<file path="src/rtl/gpu2d_pkg.sv">
// gpu2d_pkg
// Shared definitions for the 2D GPU command path (cmd_loader, cbram, renderer).
// Contents:
//   CB_ADDR_W          - command-buffer RAM address width
//   SYNC_BYTE_DEFAULT  - default frame start marker
//   cmd_loader_state_t - frame-level FSM states of cmd_loader
//   uart_rx_state_t    - bit-level states of the UART receiver
package gpu2d_pkg;

  localparam int CB_ADDR_W = 10;
  localparam logic [7:0] SYNC_BYTE_DEFAULT = 8'hA5;

  typedef enum logic [2:0] {
    IDLE,
    LEN_LO,
    LEN_HI,
    PAYLOAD,
    CHECK
  } cmd_loader_state_t;

  typedef enum logic [1:0] {
    RX_IDLE,
    RX_START,
    RX_DATA,
    RX_STOP
  } uart_rx_state_t;

endpackage

</file>
<file path="src/rtl/uart_rx.sv">
// uart_rx
// 8N1 UART receiver running in the renderer clock domain.
// Ports:
//   clk        - clock, rising edge
//   rst        - asynchronous active-high reset
//   rx         - serial input, idle high, asynchronous to clk
//   rx_byte    - last received byte, valid when byte_valid pulses
//   byte_valid - one-cycle pulse: byte received with a good stop bit
//   byte_ferr  - one-cycle pulse: byte received with a low stop bit
module uart_rx
  import gpu2d_pkg::*;
#(
  parameter int CLKS_PER_BIT = 434
) (
  input  logic       clk,
  input  logic       rst,
  input  logic       rx,
  output logic [7:0] rx_byte,
  output logic       byte_valid,
  output logic       byte_ferr
);

  localparam int CNT_W = $clog2(CLKS_PER_BIT);
  localparam logic [CNT_W-1:0] HALF_LAST = CNT_W'(CLKS_PER_BIT / 2 - 1);
  localparam logic [CNT_W-1:0] FULL_LAST = CNT_W'(CLKS_PER_BIT - 1);

  logic [1:0]     sync;
  logic           rx_s;
  logic           rx_prev;
  uart_rx_state_t state, state_n;
  logic [CNT_W-1:0] cnt, cnt_n;
  logic [2:0]     bit_idx, bit_idx_n;
  logic [7:0]     shreg, shreg_n;
  logic           valid_n, ferr_n;

  assign rx_s    = sync[1];
  assign rx_byte = shreg;

  // Two-flop synchronizer for the asynchronous line, plus one more flop so
  // a start bit is recognised only on a genuine high-to-low transition and
  // a line stuck low after a framing error does not retrigger reception.
  always_ff @(posedge clk or posedge rst) begin
    if (rst) begin
      sync    <= 2'b11;
      rx_prev <= 1'b1;
    end else begin
      sync    <= {sync[0], rx};
      rx_prev <= rx_s;
    end
  end

  // Receiver state, bit timer, shift register and the registered strobes.
  // The strobes are registered, so they appear one cycle after the stop-bit
  // centre.
  always_ff @(posedge clk or posedge rst) begin
    if (rst) begin
      state      <= RX_IDLE;
      cnt        <= '0;
      bit_idx    <= '0;
      shreg      <= '0;
      byte_valid <= 1'b0;
      byte_ferr  <= 1'b0;
    end else begin
      state      <= state_n;
      cnt        <= cnt_n;
      bit_idx    <= bit_idx_n;
      shreg      <= shreg_n;
      byte_valid <= valid_n;
      byte_ferr  <= ferr_n;
    end
  end

  // Bit sequencing: wait half a bit to reach the start-bit centre, then one
  // full bit per data bit (LSB first), then one more for the stop bit.
  always_comb begin
    state_n   = state;
    cnt_n     = cnt + 1'b1;
    bit_idx_n = bit_idx;
    shreg_n   = shreg;
    valid_n   = 1'b0;
    ferr_n    = 1'b0;
    case (state)
      RX_IDLE: begin
        cnt_n = '0;
        if (rx_prev && !rx_s) state_n = RX_START;
      end
      RX_START: begin
        if (cnt == HALF_LAST) begin
          cnt_n     = '0;
          bit_idx_n = '0;
          state_n   = rx_s ? RX_IDLE : RX_DATA;
        end
      end
      RX_DATA: begin
        if (cnt == FULL_LAST) begin
          cnt_n     = '0;
          shreg_n   = {rx_s, shreg[7:1]};
          bit_idx_n = bit_idx + 3'd1;
          if (bit_idx == 3'd7) state_n = RX_STOP;
        end
      end
      RX_STOP: begin
        if (cnt == FULL_LAST) begin
          cnt_n   = '0;
          valid_n = rx_s;
          ferr_n  = !rx_s;
          state_n = RX_IDLE;
        end
      end
      default: state_n = RX_IDLE;
    endcase
  end

endmodule

</file>
<file path="src/rtl/cmd_loader.sv">
// cmd_loader
// Receives framed command-buffer images over UART and writes the payload
// sequentially into port B of cbram, starting at address 0.
// Frame: SYNC_BYTE, LEN_LO, LEN_HI, LEN payload bytes, XOR of payload.
// Optional build macro: CMD_LOADER_TIMEOUT_EN aborts a frame that stalls
// for 20*CLKS_PER_BIT*10 cycles without a received byte.
// Ports:
//   clk, rst    - clock (rising edge), asynchronous active-high reset
//   rx          - UART serial input
//   cb_we       - cbram port-B write enable (one cycle per payload byte)
//   cb_addr     - cbram port-B address (held when cb_we=0)
//   cb_d        - cbram port-B write data (held when cb_we=0)
//   busy        - high while a frame is in progress
//   frame_done  - one-cycle pulse: frame accepted, checksum good
//   frame_err   - one-cycle pulse: frame aborted
//   frame_count - number of accepted frames, wrapping
module cmd_loader
  import gpu2d_pkg::*;
#(
  parameter int         CLKS_PER_BIT = 434,
  parameter int         ADDR_W       = CB_ADDR_W,
  parameter logic [7:0] SYNC_BYTE    = SYNC_BYTE_DEFAULT
) (
  input  logic              clk,
  input  logic              rst,
  input  logic              rx,
  output logic              cb_we,
  output logic [ADDR_W-1:0] cb_addr,
  output logic [7:0]        cb_d,
  output logic              busy,
  output logic              frame_done,
  output logic              frame_err,
  output logic [15:0]       frame_count
);

  localparam int unsigned MAX_LEN = 2 ** ADDR_W;

  logic [7:0]  rx_byte;
  logic        byte_valid, byte_ferr;
  logic        timeout;

  cmd_loader_state_t state, state_n;
  logic [7:0]        len_lo, len_lo_n;
  logic [15:0]       len_q, len_q_n;
  logic [15:0]       len_full;
  logic [ADDR_W-1:0] addr, addr_n;
  logic [7:0]        xor_acc, xor_acc_n;
  logic [16:0]       wr_num;
  logic              cb_we_n, done_n, err_n;
  logic [ADDR_W-1:0] cb_addr_n;
  logic [7:0]        cb_d_n;
  logic [15:0]       frame_count_n;

  uart_rx #(.CLKS_PER_BIT(CLKS_PER_BIT)) u_rx (
    .clk        (clk),
    .rst        (rst),
    .rx         (rx),
    .rx_byte    (rx_byte),
    .byte_valid (byte_valid),
    .byte_ferr  (byte_ferr)
  );

  assign busy     = (state != IDLE);
  assign len_full = {rx_byte, len_lo};
  assign wr_num   = 17'(addr) + 17'd1;

`ifdef CMD_LOADER_TIMEOUT_EN
  localparam logic [23:0] TIMEOUT_CYCLES = 24'(20 * CLKS_PER_BIT * 10);
  logic [23:0] idle_cnt;

  // Idle counter measures the gap since the last received byte while a
  // frame is open; any byte event (good or bad) restarts it.
  always_ff @(posedge clk or posedge rst) begin
    if (rst) begin
      idle_cnt <= '0;
    end else if (!busy || byte_valid || byte_ferr) begin
      idle_cnt <= '0;
    end else begin
      idle_cnt <= idle_cnt + 24'd1;
    end
  end

  assign timeout = busy && (idle_cnt == TIMEOUT_CYCLES - 24'd1);
`else
  assign timeout = 1'b0;
`endif

  // Frame state and all output registers. Outputs are registered so the
  // write for a payload byte lands in the cycle after its byte_valid.
  always_ff @(posedge clk or posedge rst) begin
    if (rst) begin
      state       <= IDLE;
      len_lo      <= '0;
      len_q       <= '0;
      addr        <= '0;
      xor_acc     <= '0;
      cb_we       <= 1'b0;
      cb_addr     <= '0;
      cb_d        <= '0;
      frame_done  <= 1'b0;
      frame_err   <= 1'b0;
      frame_count <= '0;
    end else begin
      state       <= state_n;
      len_lo      <= len_lo_n;
      len_q       <= len_q_n;
      addr        <= addr_n;
      xor_acc     <= xor_acc_n;
      cb_we       <= cb_we_n;
      cb_addr     <= cb_addr_n;
      cb_d        <= cb_d_n;
      frame_done  <= done_n;
      frame_err   <= err_n;
      frame_count <= frame_count_n;
    end
  end

  // Frame parser. A framing error aborts any open frame; a good byte
  // advances the frame; a stall timeout (if built in) aborts only when no
  // byte arrived that cycle. Nothing in IDLE ever raises a pulse.
  always_comb begin
    state_n       = state;
    len_lo_n      = len_lo;
    len_q_n       = len_q;
    addr_n        = addr;
    xor_acc_n     = xor_acc;
    cb_we_n       = 1'b0;
    cb_addr_n     = cb_addr;
    cb_d_n        = cb_d;
    done_n        = 1'b0;
    err_n         = 1'b0;
    frame_count_n = frame_count;
    if (byte_ferr) begin
      if (state != IDLE) begin
        err_n   = 1'b1;
        state_n = IDLE;
      end
    end else if (byte_valid) begin
      case (state)
        IDLE: begin
          if (rx_byte == SYNC_BYTE) state_n = LEN_LO;
        end
        LEN_LO: begin
          len_lo_n = rx_byte;
          state_n  = LEN_HI;
        end
        LEN_HI: begin
          if ((len_full == 16'd0) || (32'(len_full) > MAX_LEN)) begin
            err_n   = 1'b1;
            state_n = IDLE;
          end else begin
            len_q_n   = len_full;
            addr_n    = '0;
            xor_acc_n = '0;
            state_n   = PAYLOAD;
          end
        end
        PAYLOAD: begin
          cb_we_n   = 1'b1;
          cb_addr_n = addr;
          cb_d_n    = rx_byte;
          xor_acc_n = xor_acc ^ rx_byte;
          addr_n    = addr + 1'b1;
          if (wr_num == {1'b0, len_q}) state_n = CHECK;
        end
        CHECK: begin
          if (rx_byte == xor_acc) begin
            done_n        = 1'b1;
            frame_count_n = frame_count + 16'd1;
          end else begin
            err_n = 1'b1;
          end
          state_n = IDLE;
        end
        default: state_n = IDLE;
      endcase
    end else if (timeout) begin
      err_n   = 1'b1;
      state_n = IDLE;
    end
  end

endmodule

</file>
<file path="config.mk">
export PLATFORM = sky130hd
export DESIGN_NAME = cmd_loader
export DESIGN_NICKNAME = d
export VERILOG_FILES = /design/src/rtl/gpu2d_pkg.sv /design/src/rtl/uart_rx.sv /design/src/rtl/cmd_loader.sv
export SDC_FILE = /design/constraint.sdc
export NUM_CORES = 1
export LEC_CHECK = 0
export BUFFER_PORTS_ARGS = -buffer_cell sky130_fd_sc_hd__buf_2
export CORE_AREA = 2 2 84 126
export CTS_BUF_LIST = sky130_fd_sc_hd__clkbuf_8 sky130_fd_sc_hd__clkbuf_16
export CTS_CLUSTER_DIAMETER = 80
export DETAILED_ROUTE_END_ITERATION = 10
export DIE_AREA = 0 0 86 128
export PLACE_DENSITY_LB_ADDON = 0.12
export SLEW_MARGIN = 15
export SYNTH_ARGS = -nofsm -noshare
export SYNTH_HDL_FRONTEND = slang
export SYNTH_SLANG_ARGS = --single-unit
</file>
<file path="constraint.sdc">
create_clock -name clk -period 2.8 [get_ports clk]
set_input_delay 0.14 -clock clk [delete_from_list [all_inputs] [get_ports clk]]
set_output_delay 0.14 -clock clk [all_outputs]
set_load 0.05 [all_outputs]
</file>
==> flow_summary.yaml <==
synth:
  muxShareOfSynthArea_pct: 6.26
  synth_top_family_by_area: "simple AND/OR/NAND/NOR gates"
  syn-cell-area_sq_um: 5200
  ys.warnings.count: 0
  synthArstFlopShare_pct: 100
  seq_area_frac_synth_pct: 52.5
  synth_cell_types: 58
  synth_edf_count: 0
  synth_compound_area_share_pct: 8.86
  synth-simple-area-share_pct: 20.0
  syn_nets: 510
  synth-main-ff-cell: "dfrtp_1"
  synthXorXnorAreaFrac_pct: 6.06
  synth_fa_ha_area_share_pct: 2.65
  syn_inst: 496
  synth.avg_cell_area_sq_um: 10.5
  ys_seq_elements: 109
critical_path:
  path_buf_inv: 0
  r2r_slack_ns: 0.48
  end_kind: "flop"
  critical_path_class: "flop to flop"
  cp.arrival_ns: 2.56
  crit_chain: "nor4_1 -> a311oi_1 -> o21ai_2 -> a21o_1 -> o21ai_0 -> o31ai_1"
  cpMaxStageDelayCell: "a21o_1"
  crit_path_start_kind: "flop"
  crit_required_ns: 3.04
  crit_family: "compound AO/OA/AOI/OAI gates"
  crit_fanout: 18
  critPathMaxStageDelay_ns: 0.56
clock_tree:
  cts_buffers: 9
  h-tree-depth: 3
  cts-root-buf: "clkbuf_16"
  cts_tree: "yes"
  clock-sinks: 109
  cts_max_path_buffers: 2
  clkSlewWorstSetupHoldPaths_ns: 0.07
  cts.repair.resized: 0
  cts_setup_buffers: 0
  clk_latency_ns: 0.35
sta:
  min_period_ns: 2.32
  setup_tns_ns: 0
  final-hold-violation-count: 0
  setup_slack_ns: 0.483
  skew_ns: 0.00770
  hold_ws_ns: 0.356
  rsz0062_at_grt: "false"
  finalCritPeriodShare_pct: 82.7
  relSlewSlack_pct: 60.7
  timing.fmax_ghz: 0.432
  slew_violations: 0
  tightestPinTransition_ns: 0.590
  finalSetupViolCount: 0
placement:
  port_buffers: 40
  dp_cells: 634
  gp_congestion: 0.811
  place_area_sq_um: 5480
  preCtsSetupSlack_ns: 0.530
  dp_hpwl_um: 7510
global_route:
  track_usage_pct: 20.9
  grt_pass1_vias: 3556
  antenna_found_initial: 0
  grt_max_degree: 67
  grt_pass1_wl_um: 18100
  overflow: 0
floorplanning:
  die_w_um: 86
  start_util_pct: 52.2
  core_sq_um: 9970
  dieHeight_um: 128
  dieArea_sq_um: 11000
  rows: 45
  io-pin-count: 41
flow_run:
  maxCapViolations: 0
finish:
  syn_to_final_growth_pct: 11.1
  fillerInstances: 856
  design_area_sq_um: 5770
  final_nets: 544
  seq_area_sq_um: 2730
  drive_gt1_share_pct: 19.1
  final_cells: 652
  num_antenna_cells: 0
  multi_input_area_sq_um: 2280
routing:
  final_antenna_net_count: 0
  wl_per_cell_um: 16.4
  vias: 3680
  viasPerCell: 5.64
  initialDrtViolationCount: 242
  drt-total-wl_um: 10700
  first_pass_iters: 4
  drc: 0
power:
  p_leak_nw: 2.96
  ir_drop_mv: 0.515
  powerDensity_nw_per_um2: 542
hold_path:
  hp-class: "primary input to async pin"
outcome:
  outcome: "complete, no violations"
==> cell type report <==
| type | count | area share (%) |
|---|---|---|
| clock buffers | 10 | 4.14 |
| clock inverters | 6 | 0.672 |
| inverters | 17 | 1.17 |
| multi-input cells | 346 | 39.5 |
| flip-flops and latches | 109 | 47.3 |
| well taps | 117 | 2.54 |
| repair buffers | 47 | 4.68 |
==> power breakdown <==
part           switching [mW]  total, mW  internal (mW)
combinational           0.189      0.301          0.111
clock                   0.565       1.19          0.625
sequential             0.0328       1.64           1.60
==> state kept, by name (all words and copies together), names as in the netlist, 8 cells and up, named ones only <==
name,cells
u_rx.rx_byte,8
u_rx.cnt,9
addr,10
len_q,16
cb_d,8
len_lo,8
xor_acc,8
cb_addr,10
frame_count,16
==> worst register-to-register path: stages, from the launching register on <==
cell and delay (ns):
dfrtp_1 0.41, nor4_1 0.42, a311oi_1 0.19, o21ai_2 0.33, a21o_1 0.56, o21ai_0 0.21
o31ai_1 0.11
==> cell usage in the layout, fill, tap and decap left out, types with 10 or more instances in the layout <==
cell and count:
nor2_1 42, nand2_1 79, ha_1 11, nand4_1 10, mux2_2 25, xnor2_1 20
dfrtp_1 106, o21ai_0 31, buf_2 40, inv_1 16, xor2_1 16, nand2b_1 14
==> kinds of logic (layout without fill, tap and decap cells) <==
logic type / count (synthesis) / after routing
AOI/OAI and AO/OA: 67 / 67
xor gates and xnor gates: 36 / 36
adders and majority gates: 11 / 11
buffers and inverters: 41 / 80
DFF: 109 / 109
muxes: 29 / 29
and+or+nand+nor: 203 / 203
==> metal layers <==
metal,share of wire [%],vias to the layer above,wire length [um],global-route usage [%]
li1,-,1771,-,-
met1,43,1838,4590,26.6
met2,53,61,5660,36.4
met3,2.9,10,306,3.35
met4,1.1,0,118,6.26
met5,0,-,0,0
==> worst paths after layout <==
check	cells after the start	endpoint	from
max in group asynchronous	4	u_rx.rx_prev	rst
setup / recovery	6	addr[6]	len_lo[3]
hold / removal	3	frame_count[15]	rst
hold reg to reg	0	u_rx.sync[1]	u_rx.sync[0]
min in group clk	0	u_rx.sync[1]	u_rx.sync[0]
setup reg to reg	6	addr[6]	len_lo[3]
==> cell usage after synthesis, types with 2 or more instances <==
master       n  share of area [%]
or4_1        2               0.29
nand4b_1     2               0.34
dfstp_2      3                1.5
nand2_1     79                5.7
dfrtp_1    106                 51
and2_1       5               0.60
nor4_1       5               0.60
and4_1       5               0.84
buf_2        7               0.67
nor4_2       3               0.72
nand2b_1    14                1.7
o21ai_0     31                3.0
o2111ai_1    3               0.51
a21oi_1      4               0.39
nand3_1      9               0.87
o41ai_1      2               0.34
buf_4        2               0.29
buf_6        2               0.43
a22o_1       5               0.84
nand4_1     10                1.2
nor3_1       3               0.29
and3_1       9                1.1
inv_1       17                1.2
nor2_1      42                3.0
o31ai_1      5               0.72
a21o_1       4               0.58
mux2_2      25                5.4
xor2_1      16                2.7
ha_1        11                2.6
mux2_1       3               0.65
nor2b_1      6               0.72
clkbuf_1    11               0.79
xnor2_1     20                3.4
==> repair_timing <==
action,4_1_cts,5_1_grt
hold buffers,2,0
hold endpoints to repair,21,0
endpoints found under the setup margin,0,0
==> per-stage QoR <==
| stage | util [%] | total power [mW] |
|---|---|---|
| finish | 57.9 | 3.13 |
| global route | 57.9 | 3.27 |
| CTS | 57.9 | 3.16 |
| detailed placement | 55.0 | 1.98 |
| global placement | 55.0 | 1.95 |
| floorplan | - | 1.89 |
(Power assumes the default switching activity.)
